### config.mk
export PLATFORM = sky130hd
export DESIGN_NAME = pc_unit
export DESIGN_NICKNAME = d
export VERILOG_FILES = /design/src/rtl/pc_unit_pkg.sv /design/src/rtl/pc_redirect_buf.sv /design/src/rtl/pc_unit.sv
export SDC_FILE = /design/constraint.sdc
export NUM_CORES = 1
export LEC_CHECK = 0
export CELL_PAD_IN_SITES_DETAIL_PLACEMENT = 0
export CELL_PAD_IN_SITES_GLOBAL_PLACEMENT = 1
export CORE_UTILIZATION = 33
export CTS_CLUSTER_SIZE = 16
export DETAILED_ROUTE_END_ITERATION = 10
export PLACE_DENSITY_LB_ADDON = 0.1
export SETUP_SLACK_MARGIN = 0.4
export SLEW_MARGIN = 20
export SYNTH_ARGS = -nofsm -noshare
export SYNTH_HDL_FRONTEND = slang
export SYNTH_HIERARCHICAL = 1
export SYNTH_SLANG_ARGS = --single-unit
### constraint.sdc
create_clock -name clk -period 2.17 [get_ports clk]
set_input_delay 0.434 -clock clk [delete_from_list [all_inputs] [get_ports clk]]
set_output_delay 0.434 -clock clk [all_outputs]
set_load 0.05 [all_outputs]
### src/rtl/pc_unit_pkg.sv
// Package shared by the program-counter unit and its redirect buffer.
// Holds the sequencer state type and the default vector/step constants.
package pc_unit_pkg;

  // BOOT: one idle cycle after reset, no fetch request.
  // RUN : normal sequential fetch.
  // PEND: a branch arrived while fetch could not fire; target is parked.
  typedef enum logic [1:0] {
    BOOT = 2'd0,
    RUN  = 2'd1,
    PEND = 2'd2
  } pc_state_e;

  localparam logic [31:0] DEF_RESET_VEC = 32'h0000_3000;
  localparam logic [31:0] DEF_EXC_VEC   = 32'h0000_4180;
  localparam int          DEF_STEP      = 4;

endpackage

### src/rtl/pc_redirect_buf.sv
// Pending-redirect register: holds one parked branch target.
// Ports:
//   clk, reset        clock, async active-low reset (clears the entry)
//   set, set_target   park a target (overwrites any older one; wins over clr)
//   clr               drop the parked target
//   valid, target     parked entry
module pc_redirect_buf #(
  parameter int WIDTH = 32
) (
  input  logic             clk,
  input  logic             reset,
  input  logic             set,
  input  logic             clr,
  input  logic [WIDTH-1:0] set_target,
  output logic             valid,
  output logic [WIDTH-1:0] target
);

  always_ff @(posedge clk or negedge reset) begin
    if (!reset) begin
      valid  <= 1'b0;
      target <= '0;
    end else if (set) begin
      valid  <= 1'b1;
      target <= set_target;
    end else if (clr) begin
      valid  <= 1'b0;
    end
  end

endmodule

### src/rtl/pc_unit.sv
// Program-counter unit: generates the fetch address stream with
// exception entry, exception return and branch redirects. A branch that
// cannot fire (stall or memory not ready) is parked in pc_redirect_buf and
// taken on the next fire.
// Ports:
//   clk, reset              clock, async active-low reset
//   stall                   pipeline hold, blocks sequential/branch advance
//   br_valid, br_target     branch/jump redirect
//   exc_valid               exception entry (to EXC_VEC)
//   eret_valid, epc         exception return (to epc)
//   fetch_ready             instruction memory accepts the fetch
//   fetch_valid             pc holds a fetch request
//   pc, pc_plus             current fetch address and pc+STEP
//   align_err               one-cycle pulse after loading a misaligned pc
module pc_unit
  import pc_unit_pkg::*;
#(
  parameter int               WIDTH     = 32,
  parameter logic [WIDTH-1:0] RESET_VEC = WIDTH'(DEF_RESET_VEC),
  parameter logic [WIDTH-1:0] EXC_VEC   = WIDTH'(DEF_EXC_VEC),
  parameter int               STEP      = DEF_STEP
) (
  input  logic             clk,
  input  logic             reset,
  input  logic             stall,
  input  logic             br_valid,
  input  logic [WIDTH-1:0] br_target,
  input  logic             exc_valid,
  input  logic             eret_valid,
  input  logic [WIDTH-1:0] epc,
  input  logic             fetch_ready,
  output logic             fetch_valid,
  output logic [WIDTH-1:0] pc,
  output logic [WIDTH-1:0] pc_plus,
  output logic             align_err
);

  localparam logic [WIDTH-1:0] STEP_W = WIDTH'(STEP);

  pc_state_e        state, st_nxt;
  logic             fire;
  logic             ld;
  logic [WIDTH-1:0] pc_nxt;
  logic             misaligned;
  logic             pend_set, pend_clr, pend_vld;
  logic [WIDTH-1:0] pend_tgt;

  assign fire       = fetch_valid & fetch_ready & ~stall;
  // Natural modulo-2^WIDTH wrap, no carry out.
  assign pc_plus    = pc + STEP_W;
  assign misaligned = (pc_nxt % STEP_W) != '0;

  pc_redirect_buf #(.WIDTH(WIDTH)) u_redirect (
    .clk        (clk),
    .reset      (reset),
    .set        (pend_set),
    .clr        (pend_clr),
    .set_target (br_target),
    .valid      (pend_vld),
    .target     (pend_tgt)
  );

  // Next-pc selection. exc/eret ignore stall and fetch_ready; everything
  // else only advances on fire.
  always_comb begin
    ld       = 1'b0;
    pc_nxt   = pc;
    st_nxt   = state;
    pend_set = 1'b0;
    pend_clr = 1'b0;
    if (exc_valid) begin
      ld       = 1'b1;
      pc_nxt   = EXC_VEC;
      st_nxt   = RUN;
      pend_clr = 1'b1;
    end else if (eret_valid) begin
      ld       = 1'b1;
      pc_nxt   = epc;
      st_nxt   = RUN;
      pend_clr = 1'b1;
    end else if (state == BOOT) begin
      // Branches are dropped during the boot cycle.
      st_nxt = RUN;
    end else if (br_valid) begin
      if (fire) begin
        // Also covers PEND: the newer target supersedes the parked one.
        ld       = 1'b1;
        pc_nxt   = br_target;
        st_nxt   = RUN;
        pend_clr = 1'b1;
      end else begin
        pend_set = 1'b1;
        st_nxt   = PEND;
      end
    end else if (fire) begin
      ld       = 1'b1;
      st_nxt   = RUN;
      pend_clr = 1'b1;
      pc_nxt   = (state == PEND && pend_vld) ? pend_tgt : pc_plus;
    end
  end

  always_ff @(posedge clk or negedge reset) begin
    if (!reset) begin
      state       <= BOOT;
      pc          <= RESET_VEC;
      fetch_valid <= 1'b0;
      align_err   <= 1'b0;
    end else begin
      state       <= st_nxt;
      fetch_valid <= (st_nxt != BOOT);
      align_err   <= ld & misaligned;
      if (ld) pc <= pc_nxt;
    end
  end

endmodule

==> summary.md, run 1 <==
| Metric | Value |
|---|---|
| Endpoint type of the worst setup path | output pin |
| FF/Latch Area | 1773 um^2 |
| Cell taking the most area after synthesis | dfrtp_1 |
| Core ar. | approximately 14,000 um^2 |
| NumNets Final | 845 |
| Crit Path Max Fanout | 7 |
| Die width | about 120 um |
| Fill count | between 1k and 1.5k |
| Multi-input gate area | approximately 3800 um^2 |
| Grt total ovfl | 0 |
| Top Ports | around 140 |
| H-tree Lvls | 3 |
| Worst vdd ir | ~370 uV |
| Initial antenna violation count | 0 |
| Initial core utilization | around a third |
| Largest net degree at the start of global routing | 70 |
| Post-Synthesis Cells | 513 |
| Placed Area | ~8000 um^2 |
| # Max-Cap Violations | 0 |
| Post-synth top flop | dfrtp_1 |
| Area share of the largest cell type after synthesis | 35.22% |
| CP required | between 1.5 and 2 ns |
| CTS tree | built |
| Via-to-Cell Ratio | between 5 and 6 |
| PnR worst setup slack | -0.5010 ns |
| Mapped Nets | 586 |
| Failing checks | negative setup slack |
| Gpl congestion | around 0.88 |
| Lkg Pwr | roughly 4.1 nW |
| Finished Cell Area | roughly 9400 um^2 |
| Final Cycle Share | 123.1% |
| Cell Area, Synth | 4761 um^2 |
| Vias in the first global route | roughly 5.3k |
| Ys Warns | 6 |
| DR vias | roughly 5.3k |
| Clk_lat worst skew | 0.35 ns |
| Synth area leaders | dfrtp_1, mux2_4, nand2_1, a21oi_1, xnor2_1 |
| Startpoint class of the critical path | flip-flop |
| Setup violations, final | 29 |
| Num CTS Buffers | 9 |
| RSZ-0062 raised after global routing | yes |
| Post-CTS Hold Fix Bufs | 0 |
| Register area share after synthesis | a little over a third |
| CTS Buffer Depth | 2 |
| PortBufs | around 140 |
| Final Hold Viols | 0 |
| Clock Skew | about 0.0075 ns |
| Worst Tran Pin Value | between 0.8 and 0.9 ns |
| Worst Hold Class | in -> async |
| Post-synthesis cell type count | 71 |
| Pins over their slew limit | 0 |
| Total Routing Usage GR | a little over a quarter |
| Fraction of registers with async set or reset after synthesis | 100.0% |
| Critical path class | reg -> out |
| Rel. slew slack | 42.79% |
| Root Driver | clkbuf_16 |
| Layout cells sized above 1 | a little over half |
| WP data arrival | 2.24 ns |
| Routed Antenna Nets | 0 |
| Clk sink count | 69 |
| Die ar. | ~15,000 um^2 |
| WL/cell | about 21 um |
| Ant. Diodes | 0 |
| Pre-CTS setup slack | -0.1981 ns |
| Post-Route WL | approximately 20,000 um |
| Commonest cells in the netlist | dfrtp_1, nand2_1, a21oi_1 |
| Count leader, synth | dfrtp_1 |
| Die Y | between 100 and 150 um |
| Syn-to-layout area delta | 97.00% |
| Residual DRC | 0 |
| HPWL Detailed | roughly 13,000 um |
| Setup TNS | -8.989 ns |
| Avg Cell Area, Syn | about 9.3 um^2 |
| First-pass GRT wire length | 29,710 um |
| Pwr Density | around 510 nW/um^2 |
| Post-route minimum period | approximately 2.7 ns |
| FF+latch count, synth | 69 |
| Status | finished, violations left |
| Number of iterations in the first detailed-routing pass | 5 |
| EDFF count, synth | 0 |
| CTS clk-pin slew, worst paths | ~0.06 ns |
| F_max | around 370 MHz |
| Row cnt | 43 |
| Number of DRC markers in iteration 0 | 332 |
[final cells by class]
| type | count | share of cell area (%) |
|---|---|---|
| repair buffers | 294 | 34.47 |
| well taps | 180 | 2.401 |
| clock buffers | 9 | 2.401 |
| flip-flops and latches | 69 | 18.90 |
| multi-input cells | 383 | 40.39 |
| clock inverters | 7 | 0.7871 |
| inverters | 15 | 0.6403 |
[metal layers]
| metal | up-vias | routed length, um | share of wire (%) | GRT usage [%] |
|---|---|---|---|---|
| met2 | 210 | 9538 | 48 | 42.97 |
| met3 | 31 | 1263 | 6.4 | 5.103 |
| met1 | 2660 | 8527 | 43 | 35.53 |
| met4 | 0 | 344 | 1.7 | 8.841 |
| met5 | - | 0 | 0 | 0 |
| li1 | 2433 | - | - | - |
[critical path, stage by stage, from the launching register on]
cell     delay (ns)
dfrtp_2        0.50
buf_4          0.16
nand4_1        0.11
nor4_2         0.28
buf_4          0.19
nand4_1        0.22
xnor2_4        0.25
buf_12         0.16
[path summary, 6_finish.rpt]
path                                            start                     to  slack [ns]  cells past startpoint
worst min register to register  u_redirect/target[15]  u_redirect/target[15]        0.50                      1
worst min-delay path                            reset  u_redirect/target[14]        0.08                      2
max in group asynchronous                       reset                 pc[10]        1.67                      2
worst max register to register                 pc[13]                 pc[28]       -0.01                      6
worst max-delay path                            pc[2]            pc_plus[27]       -0.50                      7
min in group clk                             br_valid               state[0]        0.44                      2
[registers in the layout (all words and copies together), names as in the netlist]
name,cells
align_err,1
u_redirect/valid,1
pc,32
state,2
fetch_valid,1
u_redirect/target,32
[cell families (layout without fill, tap and decap cells)]
logic type                 count (synthesis)  count (layout)  synth area share, %
adders and majority gates                  2               2               0.5255
buffers and inverters                     62             325                6.491
DFF                                       69              69                36.32
AOI/OAI and AO/OA                        136             136                19.55
other                                      1               1              0.07877
and+or+nand+nor                          185             186                22.26
muxes                                     37              37                10.91
xor gates and xnor gates                  21              21                3.863
[per-stage QoR]
step / instances / hold WS [ns] / power [mW] / util, %
after CTS: 934 / 0.1328 / 4.758 / 63.67
final: 957 / 0.07741 / 4.806 / 67.05
after global routing: 957 / 0.1550 / 4.981 / 67.05
after floorplan: 513 / 0.1384 / 2.491 / -
after detailed placement: 884 / 0.4840 / 3.146 / 56.22
after global placement: 884 / 0.4898 / 3.129 / 56.22
[layout by cell type, fill, tap and decap left out, types with 8 or more instances in the layout]
master and n:
dlygate4sd2_1 10, a21oi_1 27, o21ai_1 10, dfrtp_2 20, o21ai_0 8, buf_6 58, nand4_1 16, xnor2_4 11
inv_1 14, clkbuf_16 9, nand2b_1 9, nor2b_1 8, clkdlybuf4s50_1 64, nor2_1 24, nor3_1 9, mux2_4 32
nand2_1 32, dfrtp_1 42, buf_4 95, buf_12 40, clkdlybuf4s15_2 12
[repair_timing]
action	in CTS	in global routing
buffers inserted	30	23
gates cloned	4	0
resized for setup	150	73
pin swaps	42	51
setup endpoints to repair	114	86
[report_power, final]
part	internal (mW)	switching (mW)	leakage, nW
logic	0.839	0.824	3.09
registers	1.48	0.143	0.816
clock network	0.896	0.626	0.146
Note: power is estimated with default switching activity, not from simulation.
==> run 2, diff against run 1 <==
--- a/config.mk
+++ b/config.mk
@@ -10,6 +10,7 @@
 export CORE_UTILIZATION = 33
 export CTS_CLUSTER_SIZE = 16
 export DETAILED_ROUTE_END_ITERATION = 10
+export GPL_ROUTABILITY_DRIVEN = 0
 export PLACE_DENSITY_LB_ADDON = 0.1
 export SETUP_SLACK_MARGIN = 0.4
 export SLEW_MARGIN = 20
==> results of run 2 <==
Same layout as run 1: the final DEF is identical, and so are final timing and power.
